### src/rtl/ama_riscv_mem_arbiter.sv
// ama_riscv_mem_arbiter
// Shares one single-ported memory between instruction fetch (IF) and load/store (DM).
// Data requests win by default. IF is forced through after STREAK_MAX consecutive DM
// grants made while IF was waiting. Only one transaction is outstanding at a time.
//
// Ports:
//   clk, rst         clock, synchronous active-high reset
//   if_req_*         fetch request (valid/ready/addr)
//   if_rsp_*         fetch response (one-cycle valid pulse, registered data)
//   dm_req_*         data request (valid/ready/addr/we/wdata/wmask)
//   dm_rsp_*         data response (read data or write ack, one-cycle pulse)
//   mem_req_*        request to memory, driven combinationally from the granted requester
//   mem_rsp_*        memory response, one per accepted request
module ama_riscv_mem_arbiter #(
  parameter int unsigned AW         = 14,
  parameter int unsigned DW         = 32,
  parameter int unsigned STREAK_MAX = 4
) (
  input  logic            clk,
  input  logic            rst,
  // fetch requester
  input  logic            if_req_valid,
  output logic            if_req_ready,
  input  logic [AW-1:0]   if_req_addr,
  output logic            if_rsp_valid,
  output logic [DW-1:0]   if_rsp_data,
  // data requester
  input  logic            dm_req_valid,
  output logic            dm_req_ready,
  input  logic [AW-1:0]   dm_req_addr,
  input  logic            dm_req_we,
  input  logic [DW-1:0]   dm_req_wdata,
  input  logic [DW/8-1:0] dm_req_wmask,
  output logic            dm_rsp_valid,
  output logic [DW-1:0]   dm_rsp_data,
  // memory port
  output logic            mem_req_valid,
  input  logic            mem_req_ready,
  output logic [AW-1:0]   mem_req_addr,
  output logic            mem_req_we,
  output logic [DW-1:0]   mem_req_wdata,
  output logic [DW/8-1:0] mem_req_wmask,
  input  logic            mem_rsp_valid,
  input  logic [DW-1:0]   mem_rsp_data
);

  localparam int unsigned SW = $clog2(STREAK_MAX + 1);
  localparam logic [SW-1:0] StreakMax = SW'(STREAK_MAX);

  typedef enum logic [1:0] {StIdle, StHold, StWait} state_e;

  state_e        state_q;
  logic          owner_dm_q;  // 1: DM owns the current transaction, 0: IF
  logic [SW-1:0] streak_q;
  logic [SW-1:0] streak_d;

  logic grant_valid;
  logic grant_dm;
  logic handshake;

  // Arbitrate only in IDLE; HOLD replays the locked owner so the request stays stable.
  always_comb begin
    grant_valid = 1'b0;
    grant_dm    = 1'b0;
    unique case (state_q)
      StIdle: begin
        grant_valid = if_req_valid | dm_req_valid;
        grant_dm    = dm_req_valid & ~(if_req_valid & (streak_q >= StreakMax));
      end
      StHold: begin
        grant_valid = 1'b1;
        grant_dm    = owner_dm_q;
      end
      default: ;
    endcase
  end

  assign mem_req_valid = grant_valid;
  assign mem_req_addr  = grant_dm ? dm_req_addr : if_req_addr;
  assign mem_req_we    = grant_dm & dm_req_we;
  assign mem_req_wdata = grant_dm ? dm_req_wdata : '0;
  assign mem_req_wmask = grant_dm ? dm_req_wmask : '0;

  assign if_req_ready  = grant_valid & ~grant_dm & mem_req_ready;
  assign dm_req_ready  = grant_valid &  grant_dm & mem_req_ready;
  assign handshake     = grant_valid & mem_req_ready;

  // Streak counts DM wins only while IF is actually waiting.
  always_comb begin
    streak_d = '0;
    if (grant_dm && if_req_valid) begin
      streak_d = (streak_q >= StreakMax) ? StreakMax : streak_q + 1'b1;
    end
  end

  always_ff @(posedge clk) begin
    if (rst) begin
      state_q      <= StIdle;
      owner_dm_q   <= 1'b0;
      streak_q     <= '0;
      if_rsp_valid <= 1'b0;
      dm_rsp_valid <= 1'b0;
      if_rsp_data  <= '0;
      dm_rsp_data  <= '0;
    end else begin
      if_rsp_valid <= 1'b0;
      dm_rsp_valid <= 1'b0;
      unique case (state_q)
        StIdle, StHold: begin
          if (handshake) begin
            state_q    <= StWait;
            owner_dm_q <= grant_dm;
            streak_q   <= streak_d;
          end else if (grant_valid) begin
            state_q    <= StHold;
            owner_dm_q <= grant_dm;
          end
        end
        StWait: begin
          // Responses outside WAIT are never looked at.
          if (mem_rsp_valid) begin
            state_q <= StIdle;
            if (owner_dm_q) begin
              dm_rsp_valid <= 1'b1;
              dm_rsp_data  <= mem_rsp_data;
            end else begin
              if_rsp_valid <= 1'b1;
              if_rsp_data  <= mem_rsp_data;
            end
          end
        end
        default: state_q <= StIdle;
      endcase
    end
  end

endmodule

### config.mk
export PLATFORM = sky130hd
export DESIGN_NAME = ama_riscv_mem_arbiter
export DESIGN_NICKNAME = d
export VERILOG_FILES = /design/src/rtl/ama_riscv_mem_arbiter.sv
export SDC_FILE = /design/constraint.sdc
export NUM_CORES = 1
export LEC_CHECK = 0
export BUFFER_PORTS_ARGS = -buffer_cell sky130_fd_sc_hd__buf_4
export CORE_MARGIN = 5
export CORE_UTILIZATION = 35
export CTS_CLUSTER_DIAMETER = 50
export DETAILED_ROUTE_END_ITERATION = 8
export PLACE_DENSITY = 0.77
export SLEW_MARGIN = 30
export SYNTH_ARGS = -nofsm -noshare
export SYNTH_HDL_FRONTEND = slang
export SYNTH_SLANG_ARGS = --single-unit
### constraint.sdc
create_clock -name clk -period 1.8 [get_ports clk]
set_clock_uncertainty 0.1 [all_clocks]
set_input_delay 0.18 -clock clk [delete_from_list [all_inputs] [get_ports clk]]
set_output_delay 0.18 -clock clk [all_outputs]
set_load 0.005 [all_outputs]
==> results of run 1 <==
-- repair_timing --
action	CTS	global route
endpoints found under the setup margin	53	53
hold buffers	33	0
pin swaps	1	12
endpoints found under the hold margin	64	0
resized for setup	15	43
buffers inserted	5	3
cloned	1	1
-- synth_stat cells, drive strengths merged --
cell type    n  area share (%)
o21ba        1            0.32
inv          3            0.36
or2          1            0.20
dfxtp       72              47
or3b         1            0.28
and2        39             7.9
a21oi       69              12
nor2         7             1.0
nand3b       1            0.36
clkbuf      11             1.5
ha           2            0.81
nor3         1            0.16
nand2      132              16
nor4         1            0.20
a21o         1            0.24
buf         16             3.6
nand2b       4             1.1
nand3        2            0.32
o21ai        1            0.16
or3          1            0.20
nor2b        1            0.20
a211oi       2            0.49
mux2        14             6.3
-- area by class of cell --
type | instances | area [sq um]
clock buffers | 10 | 128
clock inverters | 6 | 92.6
fillers | 695 | 3000
inverters | 3 | 11.3
multi-input cells | 281 | 1530
flip-flops and latches | 72 | 1440
well taps | 108 | 135
repair buffers | 276 | 2340
-- power by group through the flow --
stage | combinational (mW) | clock, mW | sequential (mW)
6_report | 0.889 | 1.38 | 1.65
5_1_grt | 0.950 | 1.50 | 1.65
4_1_cts | 0.813 | 1.42 | 1.65
3_5_place_dp | 0.691 | 0 | 1.69
3_3_place_gp | 0.681 | 0 | 1.68
2_1_floorplan | 0.265 | 0 | 1.69
-- worst paths after layout --
kind                                startpoint               end  cells past startpoint
worst min-delay path             mem_rsp_valid        state_q[1]                      3
worst min register to register  if_rsp_data[5]    if_rsp_data[5]                      2
worst max register to register      state_q[0]   dm_rsp_data[19]                      6
worst max-delay path                state_q[0]  mem_req_addr[11]                      7
-- metal layers --
layer  GRT usage [%]  routed length [um]
met1            24.5                4830
met4            3.98                 149
met5               0                   0
met2            35.7                6250
met3            7.39                 915
-- sequential cells by signal, indices dropped and copies added (netlist names) --
name / cells
dm_rsp_data: 32
dm_rsp_valid: 1
if_rsp_data: 32
if_rsp_valid: 1
owner_dm_q: 1
state_q: 2
streak_q: 3
-- kinds of logic (layout without fill, tap and decap cells) --
kind of cell               after synthesis  after routing  share of synthesized area (%)
AOI/OAI and AO/OA                       74             74                           12.8
muxes                                   14             14                           6.32
DFF                                     72             72                           46.7
buffers and inverters                   30            295                           5.51
adders and majority gates                2              2                          0.810
and+or+nand+nor                        191            191                           27.9
-- worst register-to-register path, stage by stage, from the launching register on --
cell and delay [ns]:
dfxtp_2 0.32, buf_4 0.14, nand3b_2 0.24, or2_1 0.25, buf_4 0.22, nand2_1 0.11
a21oi_1 0.07
-- through the flow --
stage	TNS (ns)	power, mW	instances
after floorplan	0	1.95	383
after global placement	0	2.37	699
after detailed placement	0	2.38	699
after CTS	-15.89	3.88	754
after global routing	-18.18	4.10	756
final	-14.07	3.92	756
==> flow_summary.toml, run 1 <==
[outcome]
outcome = "finished with violations"
violations_in_the_final_reports = "negative setup slack"

[die]
dieArea_sq_mm = 0.0108
core.rowCount = 34
io_pins = 223
fp.coreArea_sq_mm = 0.00868
floorplan.initialDensity_pct = 35.6
die_y_um = 104
die_width_um = 104

[logic_synthesis]
mappedNetlistNets = 488
yosys_register_bits = 72
synth.cell_area_sq_mm = 0.00309
netlist_cell_types = 31
synthesis.yosys.warnings = 0
postSynthCellCount = 383
synthesis.area_per_instance_sq_um = 8.07
synth_seq_area_share_pct = 46.7

[global_routing]
grt_max_degree = 39
grt_use_total_pct = 20.6
overflow = 0
grt_pass1_wl_mm = 18.5
grt_antenna_before_repair = 0
grt_pass1_vias = 3531

[detailed_routing]
detail_route.wl_per_cell_um = 16.1
route.antenna.remaining_nets = 0
drc_errors = 0
drt-initial-drc-count = 105
finalWirelength_mm = 12.1
detail_route.first_pass.iterations = 5
route.vias.total = 3499
vias_per_cell = 4.63

[layout]
layout.nets = 748
drive_gt1_share_pct = 45.4
mostFrequentLayoutCell = "buf_4"
final_cell_mix = "buf_4, nand2_1, dfxtp_1"
finalInstanceArea_sq_mm = 0.00568
n_antenna_cell = 0
finish.utilization_pct = 65.4
synthToLayoutAreaGrowth_pct = 83.8

[min_path]
worstHoldPathType = "input pin to flop"

[sta]
count_of_endpoints_failing_setup_in_the_final_report = 53
grt_setup_unrepaired = "true"
worst-slew-pin-transition_ns = 0.379
final_slew_viol_count = 0
final_critical_path_required_period_ns = 2.16
postLayoutSetupSlackWorst_ns = -0.364
fin_crit_sh_pct = 120
max_clock_freq_mhz = 462
timing.hold.ws_ns = 0.0394
slew_headroom_pct = 74.7
timing_hold_violations_final = 0

[setup_path]
critPathMaxFanout = 6
crit_family = "buffers and inverters"
critPathLaunchType = "flop"
cp_slowest_stage_delay_ns = 0.32
crit_path_frequent_cell = "buf_6"
flop2flop_setup_slack_ns = 0.24
cpMaxStageDelayCell = "dfxtp_2"
cp_data_required_time_ns = 1.52
setup.worst_path.class = "flop to output pin"
crit_buf_inv = 3
critical_path_arrival_ns = 1.88
cells_along_the_critical_path = "nand2b_4, a21o_1, a21oi_4, buf_6, clkbuf_16, mux2_4, buf_6"
cp-end-kind = "output pin"

[clocking]
htree_levels = 3
cts.reportedPaths.clkPinSlew_ns = 0.07
cts_root_buf = "clkbuf_8"
clk_latency_ns = 0.33
ctsLongestPathBuffers = 2
numCtsBuffers = 9
cts_tree = "yes"
clock-sinks = 72

[power]
internal_cell_power_mw = 2.98
power.density_mw_per_mm2 = 691
power.leakage_nw = 2.57
sw_frac_of_total_pct = 24.0
ir_worst_vdd_mv = 0.511
power_frac_comb_pct = 22.7
sequentialPowerShare_pct = 42.1
share_clk_of_total_power_pct = 35.3
switchingPower_uw = 943

[placed_design]
placed_cell_area_sq_mm = 0.00485
globalplace.congestion = 0.913
place_hpwl_mm = 8.37
pre_cts_setup_slack_ns = 0.0284
place.port_buffers = 222

[flow_run]
cap_violations = 0
Note: power is estimated with default switching activity, not from simulation.
==> inputs of run 2 (changes only) <==
==> constraint.sdc (replaced) <==
create_clock -name clk -period 2.65 [get_ports clk]
set_clock_uncertainty 0.1 [all_clocks]
set_input_delay 0.265 -clock clk [delete_from_list [all_inputs] [get_ports clk]]
set_output_delay 0.265 -clock clk [all_outputs]
set_load 0.005 [all_outputs]
==> run 2 against run 1 <==
  * Sequential share of layout area rose by 3.4 points
  * Non-clock buffer count shrank 45
  * First-iteration DRC count rose by 5.7%
  * Flip-flop and latch count unchanged
  * Die area unchanged
  * Setup slack better by 0.58 ns
  * Combinational power is 49% lower
  * The run now ends clean
==> flow_summary.toml, run 2 (synthesis gave the netlist of run 1 again) <==
[layout]
post_layout_nonfiller_instances = 711
reg_top3 = "dm_rsp_data (32), if_rsp_data (32), streak_q (3)"
finalInstanceArea_sq_mm = 0.00500
layout.nets = 703
final_cell_mix = "buf_4, nand2_1, dfxtp_1"
n_antenna_cell = 0
drive_gt1_share_pct = 44.1
mostFrequentLayoutCell = "buf_4"
synthToLayoutAreaGrowth_pct = 61.8

[setup_path]
cp_data_required_time_ns = 2.29
cp_slowest_stage_delay_ns = 0.38
critPathLaunchType = "flop"
cells_along_the_critical_path = "nand2b_4, a21o_1, a21oi_4, buf_4, mux2_2, buf_4"
cpMaxStageDelayCell = "mux2_2"
crit_path_frequent_cell = "buf_4"
critPathMaxFanout = 38
critical_path_arrival_ns = 2.06
setup.worst_path.class = "flop to output pin"
cp-end-kind = "output pin"

[sta]
worst-slew-pin-transition_ns = 0.710
grt_setup_unrepaired = "false"
timing_hold_violations_final = 0
slew_headroom_pct = 52.7
max_clock_freq_mhz = 412
final_slew_viol_count = 0
tns_ns = 0
postLayoutSetupSlackWorst_ns = 0.220
count_of_endpoints_failing_setup_in_the_final_report = 0
fin_crit_sh_pct = 91.7
final_critical_path_required_period_ns = 2.43

[detailed_routing]
vias_per_cell = 4.61
drt-initial-drc-count = 111
finalWirelength_mm = 10.6
detail_route.wl_per_cell_um = 15.0
drc_errors = 0
route.antenna.remaining_nets = 0
detail_route.first_pass.iterations = 4
route.vias.total = 3278

[global_routing]
grt_pass1_vias = 3164
use_met3_pct = 6.70
grt_max_degree = 73
grt_pass1_wl_mm = 16.4
met1_usage_grt_pct = 22.5
grt_use_total_pct = 18.5
grt.busiest_layer = "met2"
overflow = 0
use_met2_pct = 31.1
grt_antenna_before_repair = 0

[die]
die_width_um = 104
fp.coreArea_sq_mm = 0.00868
dieArea_sq_mm = 0.0108
die_y_um = 104
core.rowCount = 34
io_pins = 223
floorplan.initialDensity_pct = 35.6

[flow_run]
cap_violations = 0

[placed_design]
place.port_buffers = 222
placed_instance_count = 694
place_hpwl_mm = 8.36
globalplace.congestion = 0.851
placed_cell_area_sq_mm = 0.00479
pre_cts_setup_slack_ns = 0.584

[clocking]
postCtsResizedCells = 0
clock-sinks = 72
numCtsBuffers = 9
cts.reportedPaths.clkPinSlew_ns = 0.08
htree_levels = 3
ctsLongestPathBuffers = 2
cts_tree = "yes"
clk_latency_ns = 0.33
cts_root_buf = "clkbuf_8"

[min_path]
worstHoldPathType = "input pin to flop"

[power]
ir_worst_vdd_mv = 0.300
power.density_mw_per_mm2 = 487
power.leakage_nw = 2.28
finalPower_mw = 2.43

[outcome]
outcome = "finished clean"
==> run 2: power breakdown <==
part           internal, mW  switching (mW)
Clock                 0.459           0.398
Sequential             1.10          0.0162
Combinational         0.276           0.179
==> run 2: final timing paths <==
kind	start	endpoint	slack, ns	cells after the start
worst max-delay path	state_q[0]	mem_req_addr[2]	0.22	6
worst min-delay path	mem_rsp_data[26]	dm_rsp_data[26]	0.08	3
worst max register to register	state_q[1]	if_rsp_data[30]	0.72	5
worst min register to register	dm_rsp_data[11]	dm_rsp_data[11]	0.36	2
==> run 2: layout make-up <==
cell class / instances / area (sq um)
clock buffers: 11 / 141
clock inverters: 5 / 56.3
fillers: 762 / 3680
inverters: 3 / 11.3
multi-input cells: 281 / 1480
flip-flops and latches: 72 / 1440
well taps: 108 / 135
repair buffers: 231 / 1740
==> run 2: critical path: cells and delay by family (launching register included) <==
kind                   cells  cell delay (ns)
AO/OA/AOI/OAI              2             0.33
buffers and inverters      2             0.50
flip-flops                 1             0.35
multiplexers               1             0.38
AND/OR/NAND/NOR            1             0.15
==> run 2: per-layer routing <==
layer / vias up / wire length, um
met5: - / 0
met4: 0 / 70
met3: 8 / 911
met2: 130 / 5200
met1: 1483 / 4460
li1: 1657 / -
==> run 2: per-stage QoR <==
stage	hold slack [ns]	utilization, %
finish	0.0809	57.6
global route	0.0606	57.6
CTS	0.0595	57.6
global placement	0.343	55.2
detailed placement	0.349	55.2
floorplan	0.244	-
==> run 2: repair_timing <==
item                                   4_1_cts  5_1_grt
setup buffers                                0        0
endpoints found under the hold margin        1        0
hold buffers                                 1        0
==> inputs of run 3 (changes only) <==
--- a/config.mk
+++ b/config.mk
@@ -8,8 +8,10 @@
 export BUFFER_PORTS_ARGS = -buffer_cell sky130_fd_sc_hd__buf_4
 export CORE_MARGIN = 5
 export CORE_UTILIZATION = 35
+export CTS_BUF_LIST = sky130_fd_sc_hd__clkbuf_8 sky130_fd_sc_hd__clkbuf_16
 export CTS_CLUSTER_DIAMETER = 50
 export DETAILED_ROUTE_END_ITERATION = 8
+export GPL_ROUTABILITY_DRIVEN = 0
 export PLACE_DENSITY = 0.77
 export SLEW_MARGIN = 30
 export SYNTH_ARGS = -nofsm -noshare
==> run 3 against run 2 <==
  * Fmax hardly changed
  * Clock-buffer cell count is 1 lower
  * Global-route usage stayed put
  * Critical path type unchanged
==> flow_summary.toml, run 3 (synthesis gave the netlist of run 1 again) <==
[placed_design]
placed_instance_count = 694
place.port_buffers = 222
place_hpwl_mm = 8.36
pre_cts_setup_slack_ns = 0.584
placed_cell_area_sq_mm = 0.00479

[flow_run]
cap_violations = 0

[sta]
max_clock_freq_mhz = 412
timing.hold.ws_ns = 0.0803
final_slew_viol_count = 0
worst-slew-pin-transition_ns = 0.709
fin_crit_sh_pct = 91.7
grt_setup_unrepaired = "false"
tns_ns = 0
timing_hold_violations_final = 0
slew_headroom_pct = 52.8
postLayoutSetupSlackWorst_ns = 0.221
final_critical_path_required_period_ns = 2.43
count_of_endpoints_failing_setup_in_the_final_report = 0

[detailed_routing]
vias_per_cell = 4.61
detail_route.wl_per_cell_um = 14.9
drt-initial-drc-count = 111
drc_errors = 0
route.vias.total = 3276
detail_route.first_pass.iterations = 4
finalWirelength_mm = 10.6
route.antenna.remaining_nets = 0

[power]
power.leakage_nw = 2.28
power.density_mw_per_mm2 = 486
finalPower_mw = 2.43
ir_worst_vdd_mv = 0.294

[layout]
nFillCells = 762
drive_gt1_share_pct = 44.1
multi_input_area_sq_mm = 0.00148
seq_area_sq_mm = 0.00144
synthToLayoutAreaGrowth_pct = 61.8
mostFrequentLayoutCell = "buf_4"
n_antenna_cell = 0
post_layout_nonfiller_instances = 711
final_cell_mix = "buf_4, nand2_1, dfxtp_1"
finish.utilization_pct = 57.6
finalInstanceArea_sq_mm = 0.00500
reg_top3 = "dm_rsp_data (32), if_rsp_data (32), streak_q (3)"
layout.nets = 703

[min_path]
worstHoldPathType = "input pin to flop"
hold_path_cell_cnt = 3
min_delay_worst_endpoint = "dm_rsp_data[16]"
min_from = "mem_rsp_data[16]"

[die]
die_y_um = 104
core.rowCount = 34
io_pins = 223
fp.coreArea_sq_mm = 0.00868
die_width_um = 104
floorplan.initialDensity_pct = 35.6
dieArea_sq_mm = 0.0108

[clocking]
cts_tree = "yes"
cts_root_buf = "clkbuf_8"
htree_levels = 3
cts.reportedPaths.clkPinSlew_ns = 0.08
ctsLongestPathBuffers = 2
holdBufCountCts = 1
numCtsBuffers = 9
cts_setup_buffers = 0
postCtsResizedCells = 0
clk_latency_ns = 0.33
clock-sinks = 72

[setup_path]
setup.worst_path.class = "flop to output pin"
crit_path_frequent_cell = "buf_4"
crit_family = "buffers and inverters"
cp_slowest_stage_delay_ns = 0.38
crit_buf_inv = 2
cpMaxStageDelayCell = "mux2_2"
flop2flop_setup_slack_ns = 0.73
critical_path_arrival_ns = 2.06
cp-end-kind = "output pin"
r2r_cells = 5
reg2reg_to = "if_rsp_data[30]"
cells_along_the_critical_path = "nand2b_4, a21o_1, a21oi_4, buf_4, mux2_2, buf_4"
critPathLaunchType = "flop"
critical_path.reg2reg.startpoint = "state_q[1]"
critPathMaxFanout = 38
cp_data_required_time_ns = 2.29

[outcome]
outcome = "finished clean"

[global_routing]
grt_use_total_pct = 18.5
grt_pass1_wl_mm = 16.4
grt_max_degree = 73
overflow = 0
grt_antenna_before_repair = 0
grt_pass1_vias = 3164
## run 3: per-layer routing
metal	global-route usage (%)	share of wire (%)	up-vias
met5	0	0	-
met4	4.35	0.66	0
met3	6.70	8.5	8
met2	31.1	49	129
met1	22.5	42	1481
li1	-	-	1658
## run 3: worst reg2reg max path: cells and delay by family, from the launching register on
kind	cells	cell delay (ns)
simple gates	3	0.76
flops	1	0.49
buf+inv	1	0.37
compound gates	1	0.07
## run 3: power by group
part / total [mW] / internal (mW) / switching (mW)
sequential: 1.12 / 1.10 / 0.0161
combinational: 0.454 / 0.276 / 0.179
clock: 0.855 / 0.455 / 0.399
## run 3: how the worst max path moves through the flow
| stage | cells past startpoint | startpoint | endpoint | slack (ns) |
|---|---|---|---|---|
| floorplan | 5 | state_q[0] | mem_req_addr[10] | 0.91 |
| global placement | 6 | state_q[0] | mem_req_addr[2] | 0.62 |
| detailed placement | 6 | state_q[0] | mem_req_addr[13] | 0.58 |
| CTS | 6 | state_q[0] | mem_req_addr[1] | 0.20 |
| global route | 7 | state_q[0] | mem_req_wdata[21] | 0.05 |
| finish | 6 | state_q[0] | mem_req_addr[2] | 0.22 |
## run 3: final cells by class
type | instances | share of cell area [%]
clock buffer | 10 | 2.75
clock inverter | 6 | 1.20
inverter | 3 | 0.225
multi-input combinational | 281 | 29.6
sequential | 72 | 28.8
tap | 108 | 2.70
timing repair buffer | 231 | 34.7
